===== src/rtl/time_set_pkg.sv =====
// Shared types, output codes and value limits for the time/reminder setting controller.
package time_set_pkg;

  typedef enum logic [2:0] {
    IDLE,
    EDIT_HOUR,
    EDIT_MIN,
    COMMIT_TIME,
    EDIT_REMIND,
    COMMIT_REMIND
  } state_e;

  localparam logic [1:0] SET_RUN    = 2'b00;
  localparam logic [1:0] SET_TIME   = 2'b01;
  localparam logic [1:0] SET_REMIND = 2'b10;

  localparam logic [1:0] FIELD_NONE   = 2'b00;
  localparam logic [1:0] FIELD_HOUR   = 2'b01;
  localparam logic [1:0] FIELD_MIN    = 2'b10;
  localparam logic [1:0] FIELD_REMIND = 2'b11;

  localparam logic [5:0] HOUR_MAX       = 6'd23;
  localparam logic [5:0] MIN_MAX        = 6'd59;
  localparam logic [5:0] REMIND_MIN     = 6'd1;
  localparam logic [5:0] REMIND_DEFAULT = 6'd10;

  // One wrapping step within [lo, hi]; simultaneous up and down cancel.
  function automatic logic [5:0] step_val(input logic [5:0] v, input logic [5:0] lo,
                                          input logic [5:0] hi, input logic up,
                                          input logic dn);
    logic [5:0] r;
    r = v;
    if (up && !dn) r = (v >= hi) ? lo : v + 6'd1;
    else if (dn && !up) r = (v <= lo) ? hi : v - 6'd1;
    return r;
  endfunction

endpackage


===== src/rtl/btn_debounce.sv =====
// Debounces one raw button and emits a single-cycle pulse when the accepted level rises.
module btn_debounce #(
  parameter int unsigned DEBOUNCE_CYCLES = 1_000_000
) (
  input  logic clk,
  input  logic reset,
  input  logic btn_raw,
  output logic press
);

  localparam int unsigned CW = (DEBOUNCE_CYCLES > 1) ? $clog2(DEBOUNCE_CYCLES) : 1;

  logic [CW-1:0] cnt_q, cnt_d;
  logic          stable_q, stable_d;
  logic          last_q, last_d;
  logic          press_q, press_d;

  always_comb begin
    cnt_d    = cnt_q;
    stable_d = stable_q;
    last_d   = stable_q;
    press_d  = stable_q & ~last_q;
    // Any return to the accepted level restarts the stability window.
    if (btn_raw == stable_q) begin
      cnt_d = '0;
    end else if (cnt_q == CW'(DEBOUNCE_CYCLES - 1)) begin
      stable_d = btn_raw;
      cnt_d    = '0;
    end else begin
      cnt_d = cnt_q + CW'(1);
    end
  end

  always_ff @(posedge clk) begin
    if (reset) begin
      cnt_q    <= '0;
      stable_q <= 1'b0;
      last_q   <= 1'b0;
      press_q  <= 1'b0;
    end else begin
      cnt_q    <= cnt_d;
      stable_q <= stable_d;
      last_q   <= last_d;
      press_q  <= press_d;
    end
  end

  assign press = press_q;

endmodule


===== src/rtl/time_set_ctrl.sv =====
// Three-button clock/reminder setting FSM: edits hour, minute and reminder hour, then
// holds a load code on set_all_times for the running clock to pick up.
module time_set_ctrl
  import time_set_pkg::*;
#(
  parameter int unsigned DEBOUNCE_CYCLES = 1_000_000,
  parameter int unsigned HOLD_CYCLES     = 2_000_000,
  parameter int unsigned TIMEOUT_CYCLES  = 1_000_000_000
) (
  input  logic       clk,
  input  logic       reset,
  input  logic       power_on,
  input  logic       btn_set,
  input  logic       btn_inc,
  input  logic       btn_dec,
  input  logic [5:0] cur_hour,
  input  logic [5:0] cur_minute,
  output logic [1:0] set_all_times,
  output logic [5:0] btn_time_set,
  output logic [5:0] btn_min_set,
  output logic [1:0] edit_field,
  output logic       busy
);

  localparam int unsigned CNT_W = 32;

  logic set_p, inc_p, dec_p, any_press, editing;

  btn_debounce #(.DEBOUNCE_CYCLES(DEBOUNCE_CYCLES)) u_deb_set (
    .clk(clk), .reset(reset), .btn_raw(btn_set), .press(set_p));
  btn_debounce #(.DEBOUNCE_CYCLES(DEBOUNCE_CYCLES)) u_deb_inc (
    .clk(clk), .reset(reset), .btn_raw(btn_inc), .press(inc_p));
  btn_debounce #(.DEBOUNCE_CYCLES(DEBOUNCE_CYCLES)) u_deb_dec (
    .clk(clk), .reset(reset), .btn_raw(btn_dec), .press(dec_p));

  state_e           state_q, state_d;
  logic [5:0]       hour_q, hour_d, min_q, min_d, remind_q, remind_d;
  logic [CNT_W-1:0] hold_cnt_q, hold_cnt_d, idle_cnt_q, idle_cnt_d;
  logic [1:0]       sat_q, sat_d, field_q, field_d;
  logic             busy_q, busy_d;
  logic [5:0]       time_out_q, time_out_d, min_out_q, min_out_d;

  assign any_press = set_p | inc_p | dec_p;
  assign editing   = (state_q == EDIT_HOUR) || (state_q == EDIT_MIN) ||
                     (state_q == EDIT_REMIND);

  always_comb begin
    state_d    = state_q;
    hour_d     = hour_q;
    min_d      = min_q;
    remind_d   = remind_q;
    hold_cnt_d = '0;
    idle_cnt_d = '0;
    if (power_on) begin
      unique case (state_q)
        IDLE: begin
          if (set_p) begin
            state_d = EDIT_HOUR;
            hour_d  = cur_hour;
            min_d   = cur_minute;
          end
        end
        EDIT_HOUR: begin
          hour_d = step_val(hour_q, 6'd0, HOUR_MAX, inc_p, dec_p);
          if (set_p) state_d = EDIT_MIN;
        end
        EDIT_MIN: begin
          min_d = step_val(min_q, 6'd0, MIN_MAX, inc_p, dec_p);
          if (set_p) state_d = COMMIT_TIME;
        end
        COMMIT_TIME: begin
          if (hold_cnt_q == CNT_W'(HOLD_CYCLES - 1)) state_d = EDIT_REMIND;
          else hold_cnt_d = hold_cnt_q + CNT_W'(1);
        end
        EDIT_REMIND: begin
          remind_d = step_val(remind_q, REMIND_MIN, HOUR_MAX, inc_p, dec_p);
          if (set_p) state_d = COMMIT_REMIND;
        end
        COMMIT_REMIND: begin
          if (hold_cnt_q == CNT_W'(HOLD_CYCLES - 1)) state_d = IDLE;
          else hold_cnt_d = hold_cnt_q + CNT_W'(1);
        end
        default: state_d = IDLE;
      endcase
      // Abandon an edit after a long stretch with no button activity.
      if (editing && !any_press) begin
        if (idle_cnt_q == CNT_W'(TIMEOUT_CYCLES - 1)) state_d = IDLE;
        else idle_cnt_d = idle_cnt_q + CNT_W'(1);
      end
    end else begin
      state_d = IDLE;
    end
  end

  // Outputs are decoded from the next state so they line up with state_q.
  always_comb begin
    sat_d      = SET_RUN;
    field_d    = FIELD_NONE;
    busy_d     = (state_d != IDLE);
    min_out_d  = min_q;
    time_out_d = hour_q;
    if ((state_q == EDIT_REMIND) || (state_q == COMMIT_REMIND)) time_out_d = remind_q;
    unique case (state_d)
      EDIT_HOUR:     field_d = FIELD_HOUR;
      EDIT_MIN:      field_d = FIELD_MIN;
      EDIT_REMIND:   field_d = FIELD_REMIND;
      COMMIT_TIME:   sat_d   = SET_TIME;
      COMMIT_REMIND: sat_d   = SET_REMIND;
      default:       field_d = FIELD_NONE;
    endcase
  end

  always_ff @(posedge clk) begin
    if (reset) begin
      state_q    <= IDLE;
      hour_q     <= '0;
      min_q      <= '0;
      remind_q   <= REMIND_DEFAULT;
      hold_cnt_q <= '0;
      idle_cnt_q <= '0;
      sat_q      <= SET_RUN;
      field_q    <= FIELD_NONE;
      busy_q     <= 1'b0;
      time_out_q <= '0;
      min_out_q  <= '0;
    end else begin
      state_q    <= state_d;
      hour_q     <= hour_d;
      min_q      <= min_d;
      remind_q   <= remind_d;
      hold_cnt_q <= hold_cnt_d;
      idle_cnt_q <= idle_cnt_d;
      sat_q      <= sat_d;
      field_q    <= field_d;
      busy_q     <= busy_d;
      time_out_q <= time_out_d;
      min_out_q  <= min_out_d;
    end
  end

  assign set_all_times = sat_q;
  assign edit_field    = field_q;
  assign busy          = busy_q;
  assign btn_time_set  = time_out_q;
  assign btn_min_set   = min_out_q;

endmodule


===== config.mk =====
export PLATFORM = sky130hd
export DESIGN_NAME = time_set_ctrl
export DESIGN_NICKNAME = d
export VERILOG_FILES = /design/src/rtl/time_set_pkg.sv /design/src/rtl/btn_debounce.sv /design/src/rtl/time_set_ctrl.sv
export SDC_FILE = /design/constraint.sdc
export NUM_CORES = 1
export LEC_CHECK = 0
export CAP_MARGIN = 20
export CORE_MARGIN = 2
export CORE_UTILIZATION = 45
export CTS_CLUSTER_DIAMETER = 50
export CTS_CLUSTER_SIZE = 12
export DETAILED_ROUTE_END_ITERATION = 12
export HOLD_SLACK_MARGIN = 0.12
export PLACE_DENSITY = 0.64
export SYNTH_ARGS = -nofsm -noshare
export SYNTH_HDL_FRONTEND = slang
export SYNTH_SLANG_ARGS = --single-unit

===== constraint.sdc =====
create_clock -name clk -period 2.5 [get_ports clk]
set_input_delay 0.5 -clock clk [delete_from_list [all_inputs] [get_ports clk]]
set_output_delay 0.5 -clock clk [all_outputs]
set_load 0.01 [all_outputs]

* Word-level counts from Yosys, hierarchy flattened *
Cells that the tools add are included.
Widths: inputs -> output; s select.

storage, ports and cells
  register bits = 171
  input port bits = 18
  output and inout bits = 17
  word-level logic and storage cells = 130

operators by class
  add/subtract/negate cells = 11
  $lt $le $gt $ge = 6
  eq/ne operators = 21
  mux-type cells = 29
  bitwise operators = 14
  reductions and logical operators = 26

operators with widths
  kind                   number
  $mux 6                 15
  $add 32x1->32 const B  2
  $add 20x1->20 const B  3
  $eq 20x20->1 const B   3
  $eq 32x21->1 const B   1
  $eq 32x30->1 const B   1
  $mux 3                 9
  $pmux 6 s2             2
  $add 6x1->6 const B    3
  $le 6x1->1 const B     3
  $pmux 3 s6             1
  $sub 6x1->6 const B    3
  $eq 3x2->1 const B     4
  $eq 3x3->1 const B     4
  $ge 6x5->1 const B     2
  $not 1->1              9
  $reduce_or 3->1        3
  $reduce_and 4->1       2
  $reduce_or 4->1        2
  $eq 3x1->1 const B     2
  $ge 6x6->1 const B     1
  $ne 3x1->1 const B     2
  $pmux 2 s3             1
  $reduce_and 2->1       3
  other kinds (13)       26

* Longest topological paths before layout *
  depth in word-level cells = 8
  depth in mapped cells = 9
  gate-level depth less buffers = 7

* By module *
From an unflattened synthesis, not the netlist that was laid out.

unflattened totals
  cells, all modules = 992
  area total of the unflattened synthesis = 8,579.5 µm²

modules (own cells, without submodules)
  module         instances  cells an instance  area each (µm²)  seq. area each (µm²)
  time_set_ctrl  1          653                5,325.1          2,042.0
  btn_debounce   3          113                1,084.8          460.4

* Least setup slack after synthesis *
Ideal clock, no wire load.

  kind = reg-to-reg
  start = register idle_cnt_q[0]
  end = register idle_cnt_q[30]
  library setup time = 71 ps
  data arrival time = 1,906 ps
  data required time = 2,429 ps
  setup slack = 523 ps
  stages on the path, launching flop included = 8
  buffers on the path = 1
  clock period less this slack = 1,977 ps
  cells stage by stage = dfxtp_1 -> ha_1 -> and4_1 -> buf_2 -> nand2_2 -> or4_1 -> or3_1 -> a21oi_1

between the ends
  longest elaborated chain between the ends = 2
  elaborated cells on any way between the ends = 3
  classes of those cells = 1 x add/sub; 1 x eq/ne; 1 x reduce/logical

ends and longest elaborated chain
  item                                                                   RTL line              source
  start, declared                                                        time_set_ctrl.sv:38   logic [CNT_W-1:0] hold_cnt_q, hold_cnt_d, idle_cnt_q, idle_cnt_d;
  start signal, assigned                                                 time_set_ctrl.sv:132  idle_cnt_q <= idle_cnt_d;
  parallel branches: the longest is 2 deep, another holds $add 32x1->32  -

Several ways; the timed one is not identified.
A chain may end at the register's enable or synchronous reset.

* Worst setup path in the final report *
  start = register idle_cnt_q[0]
  end = register field_q[1], in the netlist edit_field[1]

between the ends
  longest elaborated chain between the ends = 6
  elaborated cells on any way between the ends = 8
  classes of those cells = 4 x eq/ne; 4 x mux

ends and longest elaborated chain
  item                                RTL line              source
  $eq 32x30->1 (*)                    time_set_ctrl.sv:87   if (idle_cnt_q == CNT_W'(TIMEOUT_CYCLES - 1)) state_d = IDLE;
  $mux 3 (*)                          time_set_ctrl.sv:87
  $mux 3 (*)                          time_set_ctrl.sv:86   if (editing && !any_press) begin
  $mux 3 (*)                          time_set_ctrl.sv:54   if (power_on) begin
  $eq 3x3->1 (tied with other cells)  time_set_ctrl.sv:103  unique case (state_d)
  $pmux 2 s3 (*)                      time_set_ctrl.sv:103
  end signal, assigned                time_set_ctrl.sv:134  field_q <= field_d;
  end, declared                       time_set_ctrl.sv:39   logic [1:0] sat_q, sat_d, field_q, field_d;

Mark *: on every way between the ends. The rest lies on a longest branch, timed or not.

==> flow_summary_export.csv <==
group,metric,value,unit
synthesis,yosys_most_used_dff,"dfxtp_1",
hold_path,hp-class,"reg -> reg",
synthesis,yosys_register_bits,171,
synthesis,ys_seq_area_share,41.4,%
finish,nNetsFinal,1058,
finish,postLayoutCoreUtil,52.6,%
clock_tree,cts_tree,"built",
setup_path,crit_chain,"ha_1, and4_1, nor4b_2, nand4_1, o211a_1, a221oi_1",
synthesis,synth.most_common_cell,"nor2_1",
place,hpwl,11400,um
synthesis,avgSynthCellArea,8.31,um2
synthesis,synth.area.top_cells,"dfxtp_1 41%, nor2_1 8.4%, xnor2_1 8.4%",
route,drc_errors,0,
setup_path,r2r-start,"idle_cnt_q[0]",
setup_path,worstPathArrival,2.53,ns
route,ant_nets,0,
finish,nFillCells,1704,
floorplanning,die_h,140,um
place,gp_congestion,0.810,
synthesis,yosys.area.top_type,"dfxtp_1",
global_routing,grt_pass1_wl,28800,um
setup_path,end_kind,"flop",
clock_tree,clk_latency,0.43,ns
route,vias_per_cell,5.33,
sta,drv_slew,0,
sta,finalSetupTns,0,ns
hold_path,worstHoldStart,"u_deb_set.last_q",
setup_path,cp-startpoint,"idle_cnt_q[0]",
sta,setup_viol,0,
global_routing,grt_overflow,0,
power_and_ir_drop,power_density,565,nW/um2
synthesis,syn_nets,1029,
floorplanning,die_x,140,um
synthesis,syn_area,8270,um2
finish,ff_latch_area,3420,um2
clock_tree,clockBufferDepth,2,
clock_tree,root_buffer,"clkbuf_16",
sta,relSlewSlack,48.9,%
synthesis,synthDominantCellAreaShare,41.4,%
route,highest_layer,"met4",
finish,drive_gt1_share,6.65,%
floorplanning,initial_core_util,46.0,%
power_and_ir_drop,vdd_drop_max,0.513,mV
route,met2WireLength,7610,um
synthesis,synth-edff-count,0,
finish,syn_to_final_growth,14.3,%
sta,fmax,0.450,GHz
clock_tree,hold_buffers,0,
setup_path,worst-path-max-fanout,5,
setup_path,slowest_stage,"dfxtp_1",
route,m1WireLength,8200,um
synthesis,synth_cell_type_count,61,
sta,hold_violations,0,
route,finalWirelength,16600,um
route,dr_wl_met3,619,um
floorplanning,row_count,49,
sta,fin_crit_sh,88.9,%
synthesis,yosys_warnings,0,
route,vias,6743,
clock_tree,numCtsBuffers,17,
sta,tightest_slew,0.760,ns
global_routing,grt_max_degree,33,
setup_path,critPathKind,"reg -> reg",
setup_path,cpPeakStageDelay,0.38,ns
floorplanning,core,18000,um2
setup_path,required,2.81,ns
route,drt_pass1_iterations,5,
synthesis,async_flop_share,0,%
finish,antenna_cells,0,
clock_tree,path_clk_slew,0.07,ns
clock_tree,htree_levels,4,
finish,multi_input_area,4530,um2
job,maxCapViolCount,0,
route,avgRoutedWirePerCell,13.1,um
global_routing,antenna_found_initial,0,
global_routing,first_global_vias,6265,
sta,fin_crit,2.22,ns
clock_tree,cts_sinks,171,
route,first_iter_violations,394,
synthesis,synthCells,995,
sta,clock_skew,0.0122,ns
setup_path,setup.worst_path.start_class,"flop",
sta,rsz0062_at_grt,"false",
global_routing,grtUsageTotal,17.5,%
floorplanning,pin_count,35,
power_and_ir_drop,total_leakage_power,3.06,nW
synthesis,synth_common_cells,"186 x nor2_1, 171 x dfxtp_1, 79 x xnor2_1, 68 x nand3_1, 63 x nand2_1",
outcome,status,"finished, final reports clean",
place,numPortBuffers,34,
floorplanning,dieArea,19500,um2
[cells by family after synthesis]
group                    after synthesis  share of synthesized area [%]
XOR/XNOR                             121                           12.8
multiplexers                           4                          0.484
AO/OA/AOI/OAI                        105                           9.07
adder cells (fa/ha/maj)               16                           2.42
buffers and inverters                 82                           3.94
flip-flops                           171                           41.4
AND/OR/NAND/NOR                      496                           29.9
[state kept, by name, summed over array words and instances, names as in the netlist, 2 cells and up]
name	cells
hold_cnt_q	32
idle_cnt_q	32
u_deb_dec.cnt_q	20
u_deb_inc.cnt_q	20
u_deb_set.cnt_q	20
btn_min_set	6
btn_time_set	6
hour_q	6
min_out_d	6
remind_q	6
state_q	3
edit_field	2
set_all_times	2
[cell type report]
type / count / share of cell area, %
flip-flops and latches: 171 / 36.2
inverters: 34 / 1.35
repair buffers: 58 / 5.46
clock inverters: 14 / 1.35
multi-input cells: 742 / 47.9
well taps: 229 / 3.03
clock buffers: 18 / 4.65
[layout by cell type (no fill, tap or decap), types with 8 or more instances in the layout]
cell type / count
inv_1: 34
nor3_1: 34
ha_1: 16
and3_1: 17
xnor2_1: 79
nor2b_1: 15
and4_1: 14
nor4b_1: 10
or3_1: 12
nor2_1: 186
xor2_1: 42
clkdlybuf4s50_1: 33
dfxtp_1: 171
o211ai_1: 8
a21oi_1: 18
nor4_1: 29
nand3_1: 68
o21ai_0: 12
nand2_1: 63
buf_4: 24
nand4_1: 17
clkbuf_16: 17
[power breakdown]
part	switching (mW)	leakage, nW	internal (mW)
sequential	0.00503	1.38	2.73
clock	1.19	0.277	1.34
combinational	0.0450	1.41	0.0377
[final timing paths]
check	end	slack (ns)	cells past startpoint
setup reg to reg	edit_field[1]	0.28	6
hold reg to reg	u_deb_set.press	0.38	1
hold / removal	u_deb_set.press	0.38	1
setup / recovery	edit_field[1]	0.28	6
[routing by layer]
metal / vias to the layer above / GRT usage, %
met5: - / 0
met4: 0 / 4.63
met3: 14 / 4.03
met2: 120 / 28.1
met1: 3079 / 23.7
li1: 3530 / -
[stage by stage]
stage	hold WS (ns)	total power, mW	setup slack [ns]	std cells	area, um2
final	0.379	5.34	0.277	1266	9450
after global routing	0.389	5.54	0.0946	1266	9450
after CTS	0.382	5.41	0.121	1266	9440
after detailed placement	0.374	2.88	0.145	1234	8880
after global placement	0.372	2.88	0.156	1234	8880
after floorplan	0.367	2.83	0.523	995	8270
[worst max-delay path: cells and delay by family, from the launching register on]
family                     cells  cell delay, ns
DFF                            1            0.38
AOI/OAI and AO/OA              2            0.56
adders and majority gates      1            0.22
and+or+nand+nor                3            0.93
[repair_timing]
item / CTS / global route
buffers inserted: 0 / 0
endpoints found under the setup margin: 0 / 1
gates resized for setup: 0 / 1
No activity file was read; power rests on OpenSTA's default activity.
